==> config.mk <==
export PLATFORM = sky130hd
export DESIGN_NAME = seq_multiplier_32_flat
export DESIGN_NICKNAME = d
export VERILOG_FILES = /design/src/rtl/seq_multiplier_32_if.sv /design/src/rtl/seq_multiplier_32.sv /design/src/flat_wrapper.sv
export SDC_FILE = /design/constraint.sdc
export NUM_CORES = 1
export LEC_CHECK = 0
export BUFFER_PORTS_ARGS = -buffer_cell sky130_fd_sc_hd__clkbuf_2
export CAP_MARGIN = 0
export CORE_AREA = 2 2 119 208
export CTS_CLUSTER_DIAMETER = 100
export DETAILED_ROUTE_END_ITERATION = 10
export DIE_AREA = 0 0 121 210
export GPL_ROUTABILITY_DRIVEN = 0
export GPL_TIMING_DRIVEN = 0
export SETUP_SLACK_MARGIN = 0.5
export SYNTH_ARGS = -nofsm -noshare
export SYNTH_HDL_FRONTEND = slang
export SYNTH_SLANG_ARGS = --single-unit
==> constraint.sdc <==
create_clock -name clk -period 5.95 [get_ports clk]
set_clock_uncertainty 0.15 [all_clocks]
set_input_delay 0.2975 -clock clk [delete_from_list [all_inputs] [get_ports clk]]
set_output_delay 0.2975 -clock clk [all_outputs]
set_load 0.005 [all_outputs]
==> src/rtl/seq_multiplier_32_if.sv <==
// Operand/result bundle between the ALU issue logic and the shift-add multiplier.
interface seq_multiplier_32_if #(
  parameter int WIDTH = 32
);
  logic             start;
  logic [WIDTH-1:0] a;
  logic [WIDTH-1:0] b;
  logic             busy;
  logic             done;
  logic [WIDTH-1:0] hi;
  logic [WIDTH-1:0] lo;

  // Requester side: issues operands, reads back the product.
  modport master (
    output start, a, b,
    input  busy, done, hi, lo
  );

  // Multiplier side.
  modport slave (
    input  start, a, b,
    output busy, done, hi, lo
  );
endinterface

==> src/rtl/seq_multiplier_32.sv <==
// Unsigned WIDTH x WIDTH shift-add multiplier, one multiplier bit per cycle.
// The product register P holds the partial sum in its upper half and the
// not-yet-consumed multiplier bits in its lower half; one extra top bit keeps
// the carry of each add until the following shift absorbs it.
module seq_multiplier_32 #(
  parameter int WIDTH = 32
) (
  input  logic                 clk,
  input  logic                 rst,
  seq_multiplier_32_if.slave   bus
);

  typedef enum logic [1:0] {
    IDLE = 2'd0,
    RUN  = 2'd1,
    DONE = 2'd2
  } state_t;

  localparam logic [5:0] LAST_ITER = 6'(WIDTH - 1);

  state_t             state_q, state_d;
  logic [WIDTH-1:0]   mcand_q, mcand_d;
  logic [2*WIDTH:0]   p_q, p_d;
  logic [5:0]         cnt_q, cnt_d;
  logic [WIDTH-1:0]   hi_q, hi_d;
  logic [WIDTH-1:0]   lo_q, lo_d;

  logic [WIDTH:0]     upper_sum;
  logic [2*WIDTH:0]   p_added;
  logic [2*WIDTH:0]   p_shifted;

  // One shift-add step on the current product register.
  always_comb begin
    upper_sum = p_q[2*WIDTH:WIDTH];
    if (p_q[0]) begin
      upper_sum = p_q[2*WIDTH:WIDTH] + {1'b0, mcand_q};
    end
    p_added   = {upper_sum, p_q[WIDTH-1:0]};
    p_shifted = p_added >> 1;
  end

  // Next-state and datapath control; DONE accepts a new start like IDLE.
  always_comb begin
    state_d = state_q;
    mcand_d = mcand_q;
    p_d     = p_q;
    cnt_d   = cnt_q;
    hi_d    = hi_q;
    lo_d    = lo_q;
    case (state_q)
      IDLE, DONE: begin
        state_d = IDLE;
        if (bus.start) begin
          mcand_d = bus.a;
          p_d     = {{(WIDTH + 1){1'b0}}, bus.b};
          cnt_d   = '0;
          state_d = RUN;
        end
      end
      RUN: begin
        p_d   = p_shifted;
        cnt_d = cnt_q + 6'd1;
        if (cnt_q == LAST_ITER) begin
          hi_d    = p_shifted[2*WIDTH-1:WIDTH];
          lo_d    = p_shifted[WIDTH-1:0];
          state_d = DONE;
        end
      end
      default: state_d = IDLE;
    endcase
  end

  // State register; reset aborts any operation and clears the result.
  always_ff @(posedge clk) begin
    if (rst) begin
      state_q <= IDLE;
      mcand_q <= '0;
      p_q     <= '0;
      cnt_q   <= '0;
      hi_q    <= '0;
      lo_q    <= '0;
    end else begin
      state_q <= state_d;
      mcand_q <= mcand_d;
      p_q     <= p_d;
      cnt_q   <= cnt_d;
      hi_q    <= hi_d;
      lo_q    <= lo_d;
    end
  end

  assign bus.busy = (state_q == RUN);
  assign bus.done = (state_q == DONE);
  assign bus.hi   = hi_q;
  assign bus.lo   = lo_q;

endmodule

==> src/flat_wrapper.sv <==
// flat-port wrapper written by rule: the top's interface ports become plain ports
module seq_multiplier_32_flat 
#(
  parameter int WIDTH = 32
)
  (clk, rst, bus_start, bus_a, bus_b, bus_busy, bus_done, bus_hi, bus_lo);
  seq_multiplier_32_if #(.WIDTH(WIDTH)) bus_i ();
  input  logic clk;
  input  logic rst;
  input wire logic [$bits(bus_i.start)-1:0] bus_start;
  input wire logic [$bits(bus_i.a)-1:0] bus_a;
  input wire logic [$bits(bus_i.b)-1:0] bus_b;
  output wire logic [$bits(bus_i.busy)-1:0] bus_busy;
  output wire logic [$bits(bus_i.done)-1:0] bus_done;
  output wire logic [$bits(bus_i.hi)-1:0] bus_hi;
  output wire logic [$bits(bus_i.lo)-1:0] bus_lo;
  assign bus_i.start = bus_start;
  assign bus_i.a = bus_a;
  assign bus_i.b = bus_b;
  assign bus_busy = bus_i.busy;
  assign bus_done = bus_i.done;
  assign bus_hi = bus_i.hi;
  assign bus_lo = bus_i.lo;
  seq_multiplier_32 #(.WIDTH(WIDTH)) u_core (.clk(clk), .rst(rst), .bus(bus_i));
endmodule
==> out/results.txt, run 1 <==
fraction of final layout cells with drive strength greater than 1 -> 16.4%
Max stage delay cell, worst path -> sky130_fd_sc_hd__o31ai_1
clock transition at the registers of the reported paths -> 0.07 ns
Ports -> 133
sum of buffers and inverters on the critical path -> 0
final setup violating endpoints -> 0
synthesized netlist net count -> 1,099
highest fanout seen on the critical path -> 6
wire length on met2 -> 14,300 um
fin crit period -> 3.79 ns
clock tree buffer depth -> 2
routed via count divided by cell count -> 5.33
Achievable Freq -> 0.264 GHz
average detailed-routed wire length per instance -> 17.9 um
DR iter-0 viols -> 489
number of buffers added by the clock tree synthesis step -> 17
latest clock arrival within the worst-skew pair -> 0.44 ns
cell count after synthesis -> 998
unrepaired setup endpoints after global routing -> no
switching power summed over all nets -> 0.694 mW
cell row count -> 75
count of final max-slew check failures -> 0
number of hold buffers added after CTS -> 59
number of nets with antenna violations after routing -> 0
commonest register cell after synthesis -> sky130_fd_sc_hd__dfxtp_1
pin count of the biggest net entering global routing -> 17
Worst Setup End Kind -> flip-flop
switching share of power -> 26.7%
max incr delay on CP -> 0.64 ns
die area -> 25,400 sq um
count of flip-flops with a built-in enable after synthesis -> 0
number of global-route vias before repair -> 8,098
routed vias -> 8,148
total of buffers placed on input and output ports -> 132
number of fill cells -> 2,415
power per cell area -> 249 nW/um^2
clock sink count -> 168
Data required, critical path -> 6.12 ns
critical path's top delay family -> compound AO/OA/AOI/OAI gates
list of cells traversed by the critical path -> ha_1 -> fa_1 -> a21o_1 -> a221oi_2 -> nor4_1 -> o31ai_1 -> a21oi_2 -> a21oi_4 -> o21ai_2 -> xnor2_1 -> a2111oi_1
final net count -> 1,309
share of synthesized area occupied by flip-flops and latches -> 41.0%
Die Width -> 121 um
post-detailed-routing wire length -> 27,400 um
proportion of register bits with asynchronous set or reset after synthesis -> 0%
type of origin of the critical path -> flip-flop
Leak -> 4.27 nW
routed length on met3 -> 1660 um
peak ir drop on the vdd network -> 0.200 mV
H-tree levels -> 4
sequential share of power -> 45.4%
part of the power in the clock network -> 43.9%
detailed-router iteration count before antenna repair -> 6
final standard cell utilization of the core -> 44.0%
count of max-cap constraint violations -> 0
final worst-path cycle share -> 63.7%
Inserted Diodes -> 0
hold crit path type -> input port to flip-flop
endpoints failing hold -> 0
Placeable Area -> 23,700 sq um
final global-route overflow total -> 0
global-route usage over all layers -> 21.7%
type of the worst setup path -> flip-flop to flip-flop
clock tree from TritonCTS -> built
Total Negative Setup Slacks -> 0 ns
# DRC -> 0
placed wire-length estimate -> 20,500 um
uppermost layer routed -> met4
combinational share of power -> 10.7%
Rel. slew slack -> 34.7%
height of the die -> 210 um
detailed-routing wirelength on met1 -> 10,100 um
first-pass GRT wire length -> 42,400 um
summed instance area of the synthesized netlist -> 8200 sq um
number of flip-flops and latches in the synthesized netlist -> 168
library cells used by synthesis -> 70
initial core utilization -> 34.5%
arrival time at the worst endpoint -> 3.96 ns
Worst-Margin Slew -> 0.973 ns
cell internal power dissipation -> 1.91 mW
number of setup buffers added after CTS -> 0
count of synthesis-stage warnings from yosys -> 0
initial antenna violation count -> 0
average footprint of a synthesized cell -> 8.21 sq um
root buffer cell -> sky130_fd_sc_hd__clkbuf_16
result of the run -> finished, final reports clean
layout-stage area growth over the synthesis result -> 27.4%
post-CTS sizing -> 0
==> layout make-up <==
cell class	instances	area [sq um]	area share, %
multi-input cells	741	4420	42.3
flip-flops and latches	168	3360	32.2
repair buffers	191	1250	12.0
clock buffers	18	439	4.21
well taps	308	385	3.69
plain buffers	74	358	3.43
clock inverters	14	168	1.61
inverters	15	56.3	0.539
==> worst min-delay path, stage by stage <==
cell and delay, ns:
sky130_fd_sc_hd__clkbuf_2 0.09, sky130_fd_sc_hd__a22oi_1 0.06, sky130_fd_sc_hd__a21oi_1 0.11
==> power by group through the flow <==
stage / sequential [mW] / clock, mW / combinational (mW)
after floorplan: 1.20 / 0 / 0.158
after global placement: 1.21 / 0 / 0.246
after detailed placement: 1.21 / 0 / 0.248
after CTS: 1.18 / 1.16 / 0.280
after global routing: 1.18 / 1.21 / 0.306
final: 1.18 / 1.14 / 0.279
==> worst paths after layout <==
check,start,to,slack [ns],cells past startpoint
setup / recovery,u_core.p_q[32],u_core.bus.hi[29],2.16,11
hold / removal,bus_b[24],u_core.p_q[24],0.01,3
setup reg to reg,u_core.p_q[32],u_core.bus.hi[29],2.16,11
hold reg to reg,u_core.bus.lo[18],u_core.bus.lo[18],0.31,2
==> cell usage after synthesis, types with 3 or more instances <==
cell	count	share of area, %
sky130_fd_sc_hd__a211oi_1	10	0.92
sky130_fd_sc_hd__a21o_1	16	1.5
sky130_fd_sc_hd__a21oi_1	154	9.4
sky130_fd_sc_hd__a222oi_1	8	0.98
sky130_fd_sc_hd__a22oi_1	48	4.4
sky130_fd_sc_hd__a311oi_1	3	0.32
sky130_fd_sc_hd__a31oi_1	8	0.61
sky130_fd_sc_hd__a41o_1	3	0.37
sky130_fd_sc_hd__and2_1	10	0.76
sky130_fd_sc_hd__and3_1	8	0.61
sky130_fd_sc_hd__and3_2	3	0.27
sky130_fd_sc_hd__buf_1	5	0.23
sky130_fd_sc_hd__buf_4	4	0.37
sky130_fd_sc_hd__buf_6	7	0.96
sky130_fd_sc_hd__clkbuf_1	55	2.5
sky130_fd_sc_hd__dfxtp_1	168	41
sky130_fd_sc_hd__ha_1	33	5.0
sky130_fd_sc_hd__inv_1	14	0.64
sky130_fd_sc_hd__mux2i_1	19	2.3
sky130_fd_sc_hd__nand2_1	188	8.6
sky130_fd_sc_hd__nand2b_1	7	0.53
sky130_fd_sc_hd__nand3_1	16	0.98
sky130_fd_sc_hd__nand4_1	4	0.31
sky130_fd_sc_hd__nor2_1	59	2.7
sky130_fd_sc_hd__nor2b_1	6	0.46
sky130_fd_sc_hd__nor3_1	7	0.43
sky130_fd_sc_hd__o211ai_1	5	0.46
sky130_fd_sc_hd__o21a_1	4	0.37
sky130_fd_sc_hd__o21ai_0	35	2.1
sky130_fd_sc_hd__o21bai_1	4	0.37
sky130_fd_sc_hd__o22ai_1	3	0.23
sky130_fd_sc_hd__o31ai_1	4	0.37
sky130_fd_sc_hd__or2_2	4	0.31
sky130_fd_sc_hd__or3_1	4	0.31
sky130_fd_sc_hd__xnor2_1	20	2.1
sky130_fd_sc_hd__xor2_1	6	0.64
==> cell families after synthesis <==
| family | Yosys count | synth area share [%] |
|---|---|---|
| muxes | 21 | 2.60 |
| buffers and inverters | 89 | 5.05 |
| DFF | 168 | 41.0 |
| xor gates and xnor gates | 26 | 2.78 |
| AOI/OAI and AO/OA | 331 | 25.8 |
| and+or+nand+nor | 329 | 17.5 |
| adders and majority gates | 34 | 5.28 |
==> per-stage QoR <==
step / hold slack, ns / setup WS [ns] / cells / cell area [sq um] / power, mW
after floorplan: 0.283 / 2.91 / 998 / 8200 / 1.35
after global placement: 0.289 / 2.27 / 1438 / 9240 / 1.45
after detailed placement: 0.298 / 2.26 / 1438 / 9240 / 1.45
after CTS: 0.000734 / 2.22 / 1529 / 10400 / 2.62
after global routing: 0.0100 / 2.09 / 1529 / 10400 / 2.70
final: 0.0132 / 2.16 / 1529 / 10400 / 2.60
==> sequential cells by signal (all words and copies together) (netlist names) <==
register	count
u_core.mcand_q	32
u_core.state_q	2
u_core.bus.hi	32
u_core.bus.lo	32
u_core.cnt_q	6
u_core.p_q	64
==> metal layers <==
layer / up-vias / track usage, %
met4: 0 / 12.2
li1: 3969 / -
met2: 292 / 39.8
met1: 3808 / 22.4
met3: 79 / 4.65
met5: - / 0
==> cell usage in the layout (no fill, tap or decap), types with 4 or more instances in the layout <==
| cell | synthesis | layout |
|---|---|---|
| sky130_fd_sc_hd__a211oi_1 | 10 | 10 |
| sky130_fd_sc_hd__a21o_1 | 16 | 16 |
| sky130_fd_sc_hd__a21oi_1 | 154 | 154 |
| sky130_fd_sc_hd__a222oi_1 | 8 | 8 |
| sky130_fd_sc_hd__a22oi_1 | 48 | 48 |
| sky130_fd_sc_hd__a31oi_1 | 8 | 8 |
| sky130_fd_sc_hd__and2_1 | 10 | 10 |
| sky130_fd_sc_hd__and3_1 | 8 | 8 |
| sky130_fd_sc_hd__buf_1 | 5 | 5 |
| sky130_fd_sc_hd__buf_4 | 4 | 4 |
| sky130_fd_sc_hd__buf_6 | 7 | 7 |
| sky130_fd_sc_hd__clkbuf_1 | 55 | 55 |
| sky130_fd_sc_hd__clkbuf_16 | 0 | 17 |
| sky130_fd_sc_hd__clkbuf_2 | 0 | 132 |
| sky130_fd_sc_hd__dfxtp_1 | 168 | 168 |
| sky130_fd_sc_hd__dlygate4sd3_1 | 0 | 59 |
| sky130_fd_sc_hd__ha_1 | 33 | 33 |
| sky130_fd_sc_hd__inv_1 | 14 | 14 |
| sky130_fd_sc_hd__mux2i_1 | 19 | 19 |
| sky130_fd_sc_hd__nand2_1 | 188 | 188 |
| sky130_fd_sc_hd__nand2b_1 | 7 | 7 |
| sky130_fd_sc_hd__nand3_1 | 16 | 16 |
| sky130_fd_sc_hd__nand4_1 | 4 | 4 |
| sky130_fd_sc_hd__nor2_1 | 59 | 59 |
| sky130_fd_sc_hd__nor2b_1 | 6 | 6 |
| sky130_fd_sc_hd__nor3_1 | 7 | 7 |
| sky130_fd_sc_hd__o211ai_1 | 5 | 5 |
| sky130_fd_sc_hd__o21a_1 | 4 | 4 |
| sky130_fd_sc_hd__o21ai_0 | 35 | 35 |
| sky130_fd_sc_hd__o21bai_1 | 4 | 4 |
| sky130_fd_sc_hd__o31ai_1 | 4 | 4 |
| sky130_fd_sc_hd__or2_2 | 4 | 4 |
| sky130_fd_sc_hd__or3_1 | 4 | 4 |
| sky130_fd_sc_hd__xnor2_1 | 20 | 20 |
| sky130_fd_sc_hd__xor2_1 | 6 | 6 |
No activity file was read; power rests on OpenSTA's default activity.
==> run 2, diff against run 1 <==
--- a/config.mk
+++ b/config.mk
@@ -5,12 +5,13 @@
 export SDC_FILE = /design/constraint.sdc
 export NUM_CORES = 1
 export LEC_CHECK = 0
+export ABC_AREA = 1
 export BUFFER_PORTS_ARGS = -buffer_cell sky130_fd_sc_hd__clkbuf_2
 export CAP_MARGIN = 0
-export CORE_AREA = 2 2 119 208
+export CORE_AREA = 2 2 125 218
 export CTS_CLUSTER_DIAMETER = 100
 export DETAILED_ROUTE_END_ITERATION = 10
-export DIE_AREA = 0 0 121 210
+export DIE_AREA = 0 0 127 220
 export GPL_ROUTABILITY_DRIVEN = 0
 export GPL_TIMING_DRIVEN = 0
 export SETUP_SLACK_MARGIN = 0.5
==> constraint.sdc (replaced) <==
create_clock -name clk -period 3.8 [get_ports clk]
set_clock_uncertainty 0.15 [all_clocks]
set_input_delay 0.19 -clock clk [delete_from_list [all_inputs] [get_ports clk]]
set_output_delay 0.19 -clock clk [all_outputs]
set_load 0.005 [all_outputs]
==> run 2 against run 1 <==
Sequential cell count unchanged. Cell count increased by 24%. Total power increased by 58%. Setup slack got worse by 0.92 ns. Largest power group unchanged. Area after synthesis increased by 10%. Critical endpoint is now u_core.bus.hi[15]. Count of clock-buffer cells in the layout increased by 1.
==> out/results.txt, run 2 <==
clock tree buffer depth -> 2
unrepaired setup endpoints after global routing -> no
cell count after synthesis -> 1,343
switching power summed over all nets -> 1.15 mW
Worst Hold Endpoint -> u_core.bus.hi[9]
clock sink count -> 168
clock transition at the registers of the reported paths -> 0.07 ns
Max stage delay cell, worst path -> sky130_fd_sc_hd__fa_1
pin count of the biggest net entering global routing -> 17
Worst-Margin Slew -> 0.702 ns
peak ir drop on the vdd network -> 0.466 mV
switching share of power -> 27.9%
routed via count divided by cell count -> 4.83
count of max-cap constraint violations -> 0
number of fill cells -> 2,778
commonest cells after routing, fill and taps aside -> sky130_fd_sc_hd__nand2_1 (354), sky130_fd_sc_hd__inv_1 (177), sky130_fd_sc_hd__nor2_1 (171)
number of buffers added by the clock tree synthesis step -> 17
Multi-input gate area -> 4720 sq um
Die Width -> 127 um
CP most frequent cell -> sky130_fd_sc_hd__nand2_1
cell row count -> 79
die area -> 27,900 sq um
slack of the critical path -> 1.24 ns
detailed-router iteration count before antenna repair -> 5
number of setup buffers added after CTS -> 0
post-detailed-routing wire length -> 28,600 um
proportion of register bits with asynchronous set or reset after synthesis -> 0%
Achievable Freq -> 0.390 GHz
Reg2Reg Setup Slack -> 1.24 ns
# DRC -> 0
Rel. slew slack -> 53.2%
Hold Crit Depth -> 4
Synth top area share -> 37.2%
height of the die -> 220 um
post-CTS sizing -> 0
most common cell after layout, fill and taps aside -> sky130_fd_sc_hd__nand2_1
commonest cells in the netlist -> sky130_fd_sc_hd__nand2_1 (354), sky130_fd_sc_hd__inv_1 (177), sky130_fd_sc_hd__nor2_1 (171)
synthesized netlist net count -> 1,444
H-tree levels -> 4
root buffer cell -> sky130_fd_sc_hd__clkbuf_16
initial antenna violation count -> 0
HP Start -> rst
Ports -> 133
FF-to-FF path depth -> 11
arrival time at the worst endpoint -> 2.75 ns
average detailed-routed wire length per instance -> 15.1 um
endpoints failing hold -> 0
clock tree from TritonCTS -> built
number of global-route vias before repair -> 9,067
part of the power in the clock network -> 40.8%
dominant cells by area after synthesis -> sky130_fd_sc_hd__dfxtp_1 (37%), sky130_fd_sc_hd__nand2_1 (15%), sky130_fd_sc_hd__inv_1 (7.3%)
total of buffers placed on input and output ports -> 131
type of the worst setup path -> flip-flop to flip-flop
final standard cell utilization of the core -> 43.0%
highest fanout seen on the critical path -> 4
average footprint of a synthesized cell -> 6.73 sq um
sequential share of power -> 45.3%
cell internal power dissipation -> 2.97 mW
Placeable Area -> 26,300 sq um
final net count -> 1,658
final worst-path cycle share -> 67.4%
Data required, critical path -> 3.99 ns
Inserted Diodes -> 0
capture instance of the worst register-to-register path -> u_core.bus.hi[15]
hold crit path type -> input port to flip-flop
max incr delay on CP -> 0.46 ns
power per cell area -> 364 nW/um^2
latest clock arrival within the worst-skew pair -> 0.45 ns
type of origin of the critical path -> flip-flop
library cells used by synthesis -> 37
Leak -> 5.41 nW
result of the run -> finished, final reports clean
DR iter-0 viols -> 432
initial core utilization -> 34.4%
Total Negative Setup Slacks -> 0 ns
combinational share of power -> 13.9%
number of nets with antenna violations after routing -> 0
count of final max-slew check failures -> 0
FF/Latch Area -> 3360 sq um
summed instance area of the synthesized netlist -> 9040 sq um
share of synthesized area occupied by flip-flops and latches -> 37.2%
routed vias -> 9,135
commonest register cell after synthesis -> sky130_fd_sc_hd__dfxtp_1
launch point of the worst reg-to-reg path -> u_core.p_q[32]
global-route usage over all layers -> 20.9%
count of flip-flops with a built-in enable after synthesis -> 0
most frequent cell after synthesis -> sky130_fd_sc_hd__nand2_1
biggest area consumer among synthesized cells -> sky130_fd_sc_hd__dfxtp_1
number of flip-flops and latches in the synthesized netlist -> 168
list of cells traversed by the critical path -> ha_1 -> fa_1 -> nand3_1 -> nand3_1 -> nand2_1 -> nand2_1 -> a21oi_1 -> xor2_1 -> nand2_1 -> nand3b_1 -> nand2_1
flip-flop count of the largest register, all copies and words added -> 64
fin crit period -> 2.56 ns
fraction of final layout cells with drive strength greater than 1 -> 16.3%
worst slack after detailed placement -> 1.26 ns
sum of buffers and inverters on the critical path -> 0
critical path's top delay family -> simple AND/OR/NAND/NOR gates
Worst Setup End Kind -> flip-flop
layout-stage area growth over the synthesis result -> 25.0%
number of hold buffers added after CTS -> 64
first-pass GRT wire length -> 45,400 um
count of synthesis-stage warnings from yosys -> 0
final setup violating endpoints -> 0
final global-route overflow total -> 0
placed wire-length estimate -> 22,700 um
most flop-heavy register -> u_core.p_q
## run 2: cell type report
type,instances,area share (%)
clock buffer,19,3.92
inverter,184,6.11
buffer,59,2.39
clock inverter,12,1.03
timing repair buffer,195,11.5
multi-input combinational,932,41.7
sequential,168,29.8
tap,324,3.59
## run 2: kinds of logic after synthesis
kind of cell,synth area share (%)
adders and majority gates,4.79
AOI/OAI and AO/OA,14.2
and+or+nand+nor,31.6
muxes,0.111
DFF,37.2
buffers and inverters,10.6
xor gates and xnor gates,1.45
## run 2: power by group through the flow
stage,Clock (mW),Sequential [mW],Combinational (mW)
after CTS,1.72,1.86,0.575
after global placement,0,1.90,0.515
final,1.68,1.86,0.572
after floorplan,0,1.89,0.355
after detailed placement,0,1.90,0.520
after global routing,1.79,1.87,0.641
## run 2: how the worst max path moves through the flow
stage,startpoint,to,cells after the start
6_report,u_core.p_q[32],u_core.bus.hi[15],11
5_1_grt,u_core.p_q[32],u_core.bus.hi[23],14
4_1_cts,u_core.p_q[32],u_core.bus.hi[15],11
3_5_place_dp,u_core.p_q[32],u_core.bus.hi[15],11
3_3_place_gp,u_core.p_q[32],u_core.bus.hi[23],14
2_1_floorplan,u_core.p_q[32],u_core.p_q[47],11
## run 2: routing by layer
metal | wire length [um] | track usage [%]
met1 | 10300 | 19.8
met2 | 15700 | 41.3
met3 | 1170 | 4.30
met4 | 1410 | 11.4
met5 | 0 | 0
## run 2: stage by stage
step	cell area (sq um)	hold WS (ns)	power, mW	cells
3_5_place_dp	10100	0.285	2.42	1798
4_1_cts	11300	0.128	4.16	1893
6_report	11300	0.130	4.12	1893
5_1_grt	11300	0.150	4.30	1893
2_1_floorplan	9040	0.190	2.25	1343
3_3_place_gp	10100	0.281	2.42	1798
## run 2: worst min-delay path, delay by kind of cell
family | cells | cell delay [ns]
buf+inv | 1 | 0.23
simple gates | 3 | 0.26
==> run 3, diff against run 2 <==
--- a/config.mk
+++ b/config.mk
@@ -5,13 +5,13 @@
 export SDC_FILE = /design/constraint.sdc
 export NUM_CORES = 1
 export LEC_CHECK = 0
-export ABC_AREA = 1
+export ABC_AREA = 0
 export BUFFER_PORTS_ARGS = -buffer_cell sky130_fd_sc_hd__clkbuf_2
 export CAP_MARGIN = 0
-export CORE_AREA = 2 2 125 218
+export CORE_AREA = 2 2 119 208
 export CTS_CLUSTER_DIAMETER = 100
 export DETAILED_ROUTE_END_ITERATION = 10
-export DIE_AREA = 0 0 127 220
+export DIE_AREA = 0 0 121 210
 export GPL_ROUTABILITY_DRIVEN = 0
 export GPL_TIMING_DRIVEN = 0
 export SETUP_SLACK_MARGIN = 0.5
==> constraint.sdc (replaced) <==
create_clock -name clk -period 2.07 [get_ports clk]
set_clock_uncertainty 0.15 [all_clocks]
set_input_delay 0.1035 -clock clk [delete_from_list [all_inputs] [get_ports clk]]
set_output_delay 0.1035 -clock clk [all_outputs]
set_load 0.005 [all_outputs]
==> run 3 against run 2 <==
The run now ends with negative setup slack left. Critical path type unchanged. Utilization is 13 points higher. Clock power is 95% higher. Critical path depth is 2 higher. Worst hold slack worse by 0.085 ns.
==> out/results.txt, run 3 (same netlist as run 1, synthesis figures left out) <==
result of the run -> finished with violations
violated checks -> negative setup slack
post-detailed-routing wire length -> 31,500 um
hold crit path type -> input port to flip-flop
DR iter-0 viols -> 544
fin crit period -> 3.07 ns
HP Start -> rst
Layout Cell Area excl Fill -> 13,300 sq um
clock transition at the registers of the reported paths -> 0.07 ns
Data required, critical path -> 2.23 ns
Leak -> 5.69 nW
Achievable Freq -> 0.325 GHz
initial core utilization -> 34.5%
Ports -> 133
number of nets with antenna violations after routing -> 0
# DRC -> 0
Inserted Diodes -> 0
Reg2Reg Setup Slack -> -1.00 ns
count of max-cap constraint violations -> 0
routed vias -> 8,884
average detailed-routed wire length per instance -> 19.3 um
capture instance of the worst register-to-register path -> u_core.p_q[43]
slack of the critical path -> -1.00 ns
type of origin of the critical path -> flip-flop
height of the die -> 210 um
latest clock arrival within the worst-skew pair -> 0.44 ns
final net count -> 1,412
launch point of the worst reg-to-reg path -> u_core.p_q[32]
endpoints failing hold -> 0
pin count of the biggest net entering global routing -> 17
most flop-heavy register -> u_core.p_q
final worst-path cycle share -> 149%
flip-flop count of the largest register, all copies and words added -> 64
first-pass GRT wire length -> 46,600 um
number of global-route vias before repair -> 8,718
count of final max-slew check failures -> 0
Placed Area -> 9610 sq um
layout-stage area growth over the synthesis result -> 62.4%
clock sink count -> 168
commonest cells after routing, fill and taps aside -> sky130_fd_sc_hd__clkbuf_2 (143), sky130_fd_sc_hd__dfxtp_1 (143), sky130_fd_sc_hd__nand2_1 (133)
Hold Crit Depth -> 3
Die Width -> 121 um
FF-to-FF path depth -> 13
fraction of final layout cells with drive strength greater than 1 -> 44.0%
final setup violating endpoints -> 58
root buffer cell -> sky130_fd_sc_hd__clkbuf_16
Worst Hold Endpoint -> u_core.p_q[57]
Placeable Area -> 23,700 sq um
clock tree buffer depth -> 2
detailed-router iteration count before antenna repair -> 7
unrepaired setup endpoints after global routing -> yes
initial antenna violation count -> 0
highest fanout seen on the critical path -> 3
overall power consumption -> 7.97 mW
number of cells in the finished layout apart from fillers -> 1,632
Rel. slew slack -> 45.6%
Placed Cells -> 1,438
total of buffers placed on input and output ports -> 132
final global-route overflow total -> 0
cell row count -> 75
clock tree from TritonCTS -> built
final standard cell utilization of the core -> 56.1%
Worst-Margin Slew -> 0.816 ns
peak ir drop on the vdd network -> 0.526 mV
H-tree levels -> 4
number of buffers added by the clock tree synthesis step -> 17
Worst Setup End Kind -> flip-flop
die area -> 25,400 sq um
power per cell area -> 599 nW/um^2
type of the worst setup path -> flip-flop to flip-flop
global-route usage over all layers -> 24.0%
arrival time at the worst endpoint -> 3.23 ns
routed via count divided by cell count -> 5.44
placed wire-length estimate -> 20,500 um
-- run 3: cell types whose count changed in the layout (fill, tap and decap cells not counted), sizes merged, moves of 34 or more --
| cell | previous run | this run |
|---|---|---|
| nor2 | 175 | 59 |
| inv | 187 | 20 |
| a21oi | 56 | 157 |
| clkbuf | 176 | 210 |
| buf | 33 | 111 |
| nand3 | 119 | 16 |
| o21ai | 83 | 36 |
| nand2 | 359 | 189 |
| a22oi | 1 | 48 |
-- run 3: how the worst max path moves through the flow --
stage          cells past startpoint                 to         startpoint  slack, ns
3_3_place_gp                      11  u_core.bus.hi[29]     u_core.p_q[32]      -1.41
3_5_place_dp                      11  u_core.bus.hi[29]  u_core.mcand_q[0]      -1.44
6_report                          13     u_core.p_q[43]     u_core.p_q[32]      -1.00
2_1_floorplan                     11  u_core.bus.hi[29]     u_core.p_q[32]      -0.81
4_1_cts                           12  u_core.bus.hi[29]     u_core.p_q[32]      -0.97
5_1_grt                           13     u_core.p_q[43]     u_core.p_q[32]      -1.09
-- run 3: repair_timing --
item | CTS | global route
gates resized for setup | 267 | 125
hold endpoints to repair | 68 | 0
cloned | 12 | 0
hold buffers | 65 | 0
endpoints found under the setup margin | 168 | 169
pin swaps | 122 | 82
buffers inserted | 61 | 24
-- run 3: area by class of cell --
| cell class | instances | area [sq um] |
|---|---|---|
| fillers | 2102 | 10400 |
| multi-input cells | 741 | 5710 |
| flip-flops and latches | 168 | 3410 |
| repair buffers | 294 | 2370 |
| plain buffers | 74 | 772 |
| clock buffers | 18 | 429 |
| well taps | 308 | 385 |
| clock inverters | 14 | 163 |
| inverters | 15 | 71.3 |
-- run 3: per-layer routing --
metal | up-vias | share of wire [%] | GRT usage (%)
li1 | 4187 | - | -
met1 | 4316 | 37 | 24.6
met2 | 279 | 53 | 45.2
met5 | - | 0 | 0
met3 | 102 | 4.2 | 3.60
met4 | 0 | 6.0 | 13.7
-- run 3: report_power, final --
| group | internal (mW) | total (mW) | leakage (nW) | switching [mW] |
|---|---|---|---|---|
| clock | 1.81 | 3.27 | 0.287 | 1.46 |
| combinational | 0.619 | 1.27 | 4.03 | 0.652 |
| sequential | 3.32 | 3.43 | 1.38 | 0.109 |
| total | 5.75 | 7.97 | 5.69 | 2.22 |
-- run 3: stage by stage --
stage               setup WS (ns)  hold slack, ns  setup TNS, ns
finish                      -1.00          0.0452         -37.01
global route                -1.09          0.0797         -41.14
CTS                        -0.969          0.0260         -33.28
detailed placement          -1.44           0.179         -41.92
global placement            -1.41           0.176         -39.31
floorplan                  -0.814          0.0819         -18.59
-- run 3: critical path: stages (launching register included) --
cell and delay, ns:
sky130_fd_sc_hd__dfxtp_2 0.35, sky130_fd_sc_hd__ha_4 0.17, sky130_fd_sc_hd__fa_2 0.34, sky130_fd_sc_hd__a21o_1 0.21, sky130_fd_sc_hd__a221oi_4 0.32, sky130_fd_sc_hd__buf_4 0.18
sky130_fd_sc_hd__o21bai_1 0.06, sky130_fd_sc_hd__a21o_1 0.20, sky130_fd_sc_hd__buf_4 0.16, sky130_fd_sc_hd__a41o_1 0.18, sky130_fd_sc_hd__a21oi_2 0.16, sky130_fd_sc_hd__xnor2_2 0.10
sky130_fd_sc_hd__a222oi_1 0.30, sky130_fd_sc_hd__nor2_1 0.07
